**src/rtl/mips_pkg.sv**
```systemverilog
// Shared MIPS encoding definitions: format tags, opcodes, field widths/offsets
// and the field bundle struct used by the encoder and decoder.
package mips_pkg;

  typedef enum logic [1:0] {
    FMT_R    = 2'd0,
    FMT_I    = 2'd1,
    FMT_J    = 2'd2,
    FMT_RSVD = 2'd3
  } fmt_e;

  localparam logic [5:0] OP_RTYPE = 6'd0;
  localparam logic [5:0] OP_J     = 6'd2;
  localparam logic [5:0] OP_JAL   = 6'd3;
  localparam logic [5:0] OP_LW    = 6'd35;
  localparam logic [5:0] OP_SW    = 6'd43;

  localparam int OPC_W = 6;
  localparam int REG_W = 5;
  localparam int SH_W  = 5;
  localparam int FN_W  = 6;
  localparam int IMM_W = 16;
  localparam int TGT_W = 26;

  localparam int OPC_LSB = 26;
  localparam int RS_LSB  = 21;
  localparam int RT_LSB  = 16;
  localparam int RD_LSB  = 11;
  localparam int SH_LSB  = 6;
  localparam int FN_LSB  = 0;

  typedef struct packed {
    logic [OPC_W-1:0] opcode;
    logic [REG_W-1:0] rs;
    logic [REG_W-1:0] rt;
    logic [REG_W-1:0] rd;
    logic [SH_W-1:0]  shamt;
    logic [FN_W-1:0]  funct;
    logic [IMM_W-1:0] immediate;
    logic [TGT_W-1:0] target;
  } mips_fields_t;

endpackage

```
**src/rtl/mips_pack.sv**
```systemverilog
// Combinational field packer: {fmt, fields} -> 32-bit MIPS word.
// With MIPS_ENC_CHECK_EN defined, also flags opcode/format inconsistencies.
module mips_pack
  import mips_pkg::*;
(
  input  fmt_e         fmt,
  input  mips_fields_t f,
  output logic [31:0]  word,
  output logic         chk_fail
);

  always_comb begin
    word = '0;
    case (fmt)
      FMT_R:   word = {f.opcode, f.rs, f.rt, f.rd, f.shamt, f.funct};
      FMT_I:   word = {f.opcode, f.rs, f.rt, f.immediate};
      FMT_J:   word = {f.opcode, f.target};
      default: word = '0;
    endcase
  end

`ifdef MIPS_ENC_CHECK_EN
  always_comb begin
    chk_fail = 1'b0;
    case (fmt)
      FMT_R:   chk_fail = (f.opcode != OP_RTYPE);
      FMT_I:   chk_fail = (f.opcode == OP_RTYPE) || (f.opcode == OP_J) || (f.opcode == OP_JAL);
      FMT_J:   chk_fail = (f.opcode != OP_J) && (f.opcode != OP_JAL);
      default: chk_fail = 1'b0;
    endcase
  end
`else
  assign chk_fail = 1'b0;
`endif

endmodule

```
**src/rtl/mips_instr_encoder.sv**
```systemverilog
// MIPS instruction encoder: packs field bundles into words, stamps sequential
// addresses, one-entry output register. Optional checks via MIPS_ENC_CHECK_EN.
module mips_instr_encoder
  import mips_pkg::*;
#(
  parameter logic [31:0] BASE_ADDR = 32'h0000_0000,
  parameter int          ADDR_W    = 32,
  parameter int          MAX_WORDS = 1024
) (
  input  logic              clk,
  input  logic              reset,
  input  logic              restart,
  input  logic              in_valid,
  output logic              in_ready,
  input  logic [1:0]        fmt,
  input  logic [5:0]        opcode,
  input  logic [4:0]        rs,
  input  logic [4:0]        rt,
  input  logic [4:0]        rd,
  input  logic [4:0]        shamt,
  input  logic [5:0]        funct,
  input  logic [15:0]       immediate,
  input  logic [25:0]       target,
  output logic              out_valid,
  input  logic              out_ready,
  output logic [31:0]       out_instr,
  output logic [ADDR_W-1:0] out_addr,
  output logic              out_last,
  output logic              err
);

  localparam int IDX_W = (MAX_WORDS > 1) ? $clog2(MAX_WORDS) : 1;
  localparam logic [IDX_W-1:0] IDX_LAST = IDX_W'(MAX_WORDS - 1);

  typedef enum logic {S_EMPTY, S_FULL} st_e;

  st_e              st;
  logic [IDX_W-1:0] idx, cur_idx, nxt_idx;
  mips_fields_t     fields;
  fmt_e             fmt_t;
  logic [31:0]      word;
  logic             chk_fail, xfer, drop, accept;

  assign fmt_t  = fmt_e'(fmt);
  assign fields = '{opcode: opcode, rs: rs, rt: rt, rd: rd, shamt: shamt,
                    funct: funct, immediate: immediate, target: target};

  mips_pack u_pack (
    .fmt      (fmt_t),
    .f        (fields),
    .word     (word),
    .chk_fail (chk_fail)
  );

  assign in_ready = (st == S_EMPTY) || out_ready;
  assign xfer     = in_valid && in_ready;
  assign drop     = (fmt_t == FMT_RSVD) || chk_fail;
  assign accept   = xfer && !drop;

  // restart in the same cycle as a transfer gives that word index 0
  assign cur_idx = restart ? '0 : idx;
  assign nxt_idx = (cur_idx == IDX_LAST) ? '0 : cur_idx + IDX_W'(1);

  always_ff @(posedge clk) begin
    if (reset) begin
      st        <= S_EMPTY;
      out_valid <= 1'b0;
      out_instr <= '0;
      out_addr  <= ADDR_W'(BASE_ADDR);
      out_last  <= 1'b0;
      err       <= 1'b0;
      idx       <= '0;
    end else begin
      if (xfer && drop) err <= 1'b1;
      if (accept) begin
        st        <= S_FULL;
        out_valid <= 1'b1;
        out_instr <= word;
        out_addr  <= ADDR_W'(BASE_ADDR) + ADDR_W'({cur_idx, 2'b00});
        out_last  <= (cur_idx == IDX_LAST);
        idx       <= nxt_idx;
      end else begin
        if (restart) idx <= '0;
        if (st == S_FULL && out_ready) begin
          st        <= S_EMPTY;
          out_valid <= 1'b0;
        end
      end
    end
  end

endmodule

```
**config.mk**
```make
export PLATFORM = sky130hd
export DESIGN_NAME = mips_instr_encoder
export DESIGN_NICKNAME = d
export VERILOG_FILES = /design/src/rtl/mips_pkg.sv /design/src/rtl/mips_pack.sv /design/src/rtl/mips_instr_encoder.sv
export SDC_FILE = /design/constraint.sdc
export NUM_CORES = 1
export LEC_CHECK = 0
export ABC_CLOCK_PERIOD_IN_PS = 1900
export CAP_MARGIN = 15
export CORE_AREA = 5 5 94 96
export CTS_CLUSTER_SIZE = 40
export DETAILED_ROUTE_END_ITERATION = 6
export DIE_AREA = 0 0 99 101
export PLACE_DENSITY = 0.75
export SLEW_MARGIN = 20
export SYNTH_ARGS = -nofsm -noshare
export SYNTH_HDL_FRONTEND = slang
export SYNTH_SLANG_ARGS = --single-unit
```
**constraint.sdc**
```tcl
create_clock -name clk -period 1.9 [get_ports clk]
set_input_delay 0.38 -clock clk [delete_from_list [all_inputs] [get_ports clk]]
set_output_delay 0.38 -clock clk [all_outputs]
set_load 0.02 [all_outputs]
```
==> flow_results.org <==
** Global route
- Total congestion overflow after global routing :: 0
- Maximum number of pins on one net before global-route repair :: 34
- Number of global-route vias before repair :: 2681
- All-layer global routing usage :: 15.6%
- The number of antenna violations at the first check in global routing is 0.
- The first global-routing pass estimated 12.8 mm of wire.

** Drt
- Summed over all layers, the routed wires come to 7.97 mm.
- Total via count after detailed routing :: 2758
- After detailed routing, the wire length on met1 is 3.05 mm.
- Detailed router's first-iteration violation count :: 66
- After detailed routing, the number of vias per cell comes to 4.82.
- After detailed routing, the number of remaining DRC violations is 0.
- Post-detailed-route wirelength per cell :: 13.9 µm
- In the detailed route, the total length drawn on met3 is 643 µm.
- Routed signal wires occupy layers up through met4.
- Summed over all nets, wire length on met2 after detailed routing comes to 4.15 mm.
- Post-route ant nets :: 0
- The first detailed-routing pass took 4 iterations.

** Worst setup path
- Max Fanout on Critical Path :: 3
- For this run, the slowest stage of the critical path takes 0.47 ns.
- Cells along the critical path :: nor2b_1 -> ha_2 -> and3b_1 -> nand2_1 -> or4_1 -> a21boi_1
- STA classifies the critical path endpoint as a flop.
- STA classifies the critical path startpoint as a flop.
- CP required :: 2.15 ns
- For the worst flop-to-flop path, the logic depth is 6.
- Worst setup path category :: flop to flop
- On the critical path, the stage with the largest delay is an instance of or4_1.
- Arrival time at the worst endpoint :: 2.03 ns

** Yosys
- Synthesized instance count :: 327
- In this run the cell area of the synthesized design comes to 2680 µm².
- Summing the sequential cell areas from Yosys gives 41.1% of the chip area.
- Number of distinct standard cells referenced by the synthesized netlist :: 40
- For this run, asynchronously set or reset flops after synthesis account for 0%.
- A synthesized cell averages 8.20 µm².
- The most used flip-flop cell after synthesis is dfxtp_1.
- Yosys warning count :: 0
- In this run, synthesis produced a sequential element count of 55.
- Counting flops with a built-in enable in the synthesized netlist gives 0.

** Timing
- RSZ-0062 raised after global routing :: no
- Hold Vio Cnt, Final :: 0
- Setup slack closes at 0.115 ns.
- At the pin with the least slew margin, the transition time is 0.647 ns.
- The clock arrives with 0.00844 ns of skew.
- Final Slew Violations :: 0
- Setup Viol. Count Final :: 0
- For this run, the top clock speed supported by timing is 0.560 GHz.
- The worst pin sits at a relative slew slack of 56.7%.
- Total negative setup slack :: 0 ns
- Minimum period implied by the final worst setup slack :: 1.78 ns
- After layout, the worst path uses 93.9% of the clock period.

** Flow run
- Max-cap violations in this run came to 0.

** Floorplan
- For this design the top-level I/O count stands at 149.
- Horiz. Die Dim :: 99 µm
- The core region is 7970 µm².
- Chip height :: 101 µm
- In this run the core area contains 33 standard-cell rows.
- Die footprint :: 10000 µm²
- For this configuration, the core starts out at a cell density of 33.6%.

** Final layout
- Measured on the finished design, the core utilization comes to 53.3%.
- Of the cells placed in the final design, the portion with a size suffix greater than 1 is 10.5%.
- From synthesis to final layout, the design area changed by 58.4%.
- Final cell area excluding filler cells :: 4250 µm²
- The layout has 743 filler cells.
- Inserted Diodes :: 0
- Nets :: 548

** Clock network
- Bufs on Longest Clock Path :: 2
- TritonCTS clock tree :: built
- Count of buffers added by post-CTS timing repair for setup :: 0
- Buffers inserted during clock tree synthesis total 5.
- Clock tree synthesis found a total of 55 sinks.
- Clock latency on the worst-skew pair, taken at its later pin, is 0.31 ns.
- Clock-pin slew was measured on the worst setup and hold paths at 0.11 ns.
- The tree is rooted in a clkbuf_8.
- Maximum level of the CTS H-tree :: 2

** Placed design
- Input and output buffers added on the ports amount to 126.
- Once detailed placement completed, the half-perimeter wirelength came to 6.32 mm.
- Timing analysis after detailed placement gives a worst setup slack of -0.349 ns.
- Once placement finished, the instance area stood at 4150 µm².
- RD Place Congestion :: 0.919

** Pwr
- Worst IR drop on VDD :: 293 µV
- Leakage Power :: 1.63 nW
- Power per cell area :: 613 nW/µm²

** Status
- Run status :: finished, final reports clean

** Min path
- Path class of the lowest-slack min-delay path :: flop to flop
- Hold Path Depth :: 2
-- cell usage in the layout (no fill, tap or decap), types with 2 or more instances in the layout --
cell type and count:
a211oi_1 16, a21oi_1 24, a221oi_1 10, and2b_1 2, and3_1 3, and3_2 2, buf_12 4, buf_4 27
clkbuf_8 5, clkdlybuf4s50_1 123, clkinvlp_4 2, conb_1 22, dfxtp_1 55, dlygate4sd2_1 2, mux2i_1 16, nand2_1 36
nand3b_1 5, nand4_1 4, nor2_1 46, nor2b_1 4, nor3_1 27, o21ai_0 4, o31ai_1 2, or3_1 2
or4_1 3, xor2_1 3
-- layout make-up --
| type | count | area [µm²] | area share [%] |
|---|---|---|---|
| Timing Repair Buffer | 157 | 1540 | 36.2 |
| Multi-Input combinational cell | 246 | 1380 | 32.5 |
| Sequential cell | 55 | 1100 | 25.9 |
| Tap cell | 105 | 131 | 3.09 |
| Clock buffer | 5 | 68.8 | 1.62 |
| Clock inverter | 3 | 23.8 | 0.560 |
| Inverter | 1 | 3.75 | 0.0884 |
-- logic make-up (layout without fill, tap and decap cells) --
kind of cell	after synthesis	after routing	share of synthesized area (%)
fa+ha+maj	1	1	0.467
mux	16	16	5.97
flops	55	55	41.1
compound gates	59	59	14.5
xor+xnor	3	3	0.980
buf+inv	47	166	10.6
simple gates	145	145	26.3
other cells	1	22	0.140
-- report_power, final --
part,internal (mW),total (mW),switching (mW)
registers,1.21,1.24,0.0297
logic,0.364,0.698,0.334
clock network,0.264,0.665,0.400
total,1.84,2.60,0.764
-- worst max-delay path: cells and delay by family, from the launching register on --
kind / cells / cell delay, ns
AO/OA/AOI/OAI: 1 / 0.15
adder cells (fa/ha/maj): 1 / 0.22
flip-flops: 1 / 0.39
AND/OR/NAND/NOR: 4 / 0.95
-- state kept, by name (all words and copies together), names as in the netlist --
signal and flops:
st 1, out_last 1, out_addr 10, idx 10
err 1, out_instr 32
-- repair_timing --
item / 4_1_cts / 5_1_grt
pin swaps: 1 / 0
gates cloned: 0 / 0
hold buffers: 0 / 0
gates resized for setup: 3 / 1
endpoints found under the setup margin: 3 / 10
-- Yosys cell counts (2+ instances only) --
cell type,count,area (µm²)
nor2_1,47,176
buf_4,24,180
and2b_1,2,15.0
nand2_1,36,135
buf_2,7,35.0
a21oi_1,24,120
mux2i_1,16,160
and3_1,3,18.8
and3_2,2,15.0
dfxtp_1,55,1100
clkbuf_1,11,41.3
o21ai_0,4,20.0
a221oi_1,10,87.6
nand3b_1,5,37.5
xor2_1,3,26.3
or3_1,2,12.5
o31ai_1,2,15.0
buf_1,2,7.51
or4_1,3,22.5
nor2b_1,5,31.3
nand4_1,4,25.0
a211oi_1,16,120
nor3_1,27,135
-- routing by layer --
layer | track usage [%] | vias to the layer above
li1 | - | 1379
met1 | 17.8 | 1261
met2 | 27.7 | 107
met3 | 4.57 | 11
met4 | 5.04 | 0
met5 | 0 | -
-- final timing paths --
check / startpoint / slack [ns] / endpoint
setup / recovery: idx[0]$_SDFF_PP0_ / 0.12 / idx[8]$_SDFF_PP0_
hold reg to reg: out_addr[6]$_SDFFE_PP0P_ / 0.46 / out_addr[6]$_SDFFE_PP0P_
hold / removal: out_addr[6]$_SDFFE_PP0P_ / 0.46 / out_addr[6]$_SDFFE_PP0P_
setup reg to reg: idx[0]$_SDFF_PP0_ / 0.12 / idx[8]$_SDFF_PP0_
-- through the flow --
stage,cells,power [mW],hold slack [ns]
after detailed placement,564,1.97,0.447
after global placement,564,1.95,0.440
after global routing,572,2.73,0.471
final,572,2.60,0.458
after CTS,572,2.64,0.460
after floorplan,348,1.62,0.461
Power figures use the tool's default switching activity.
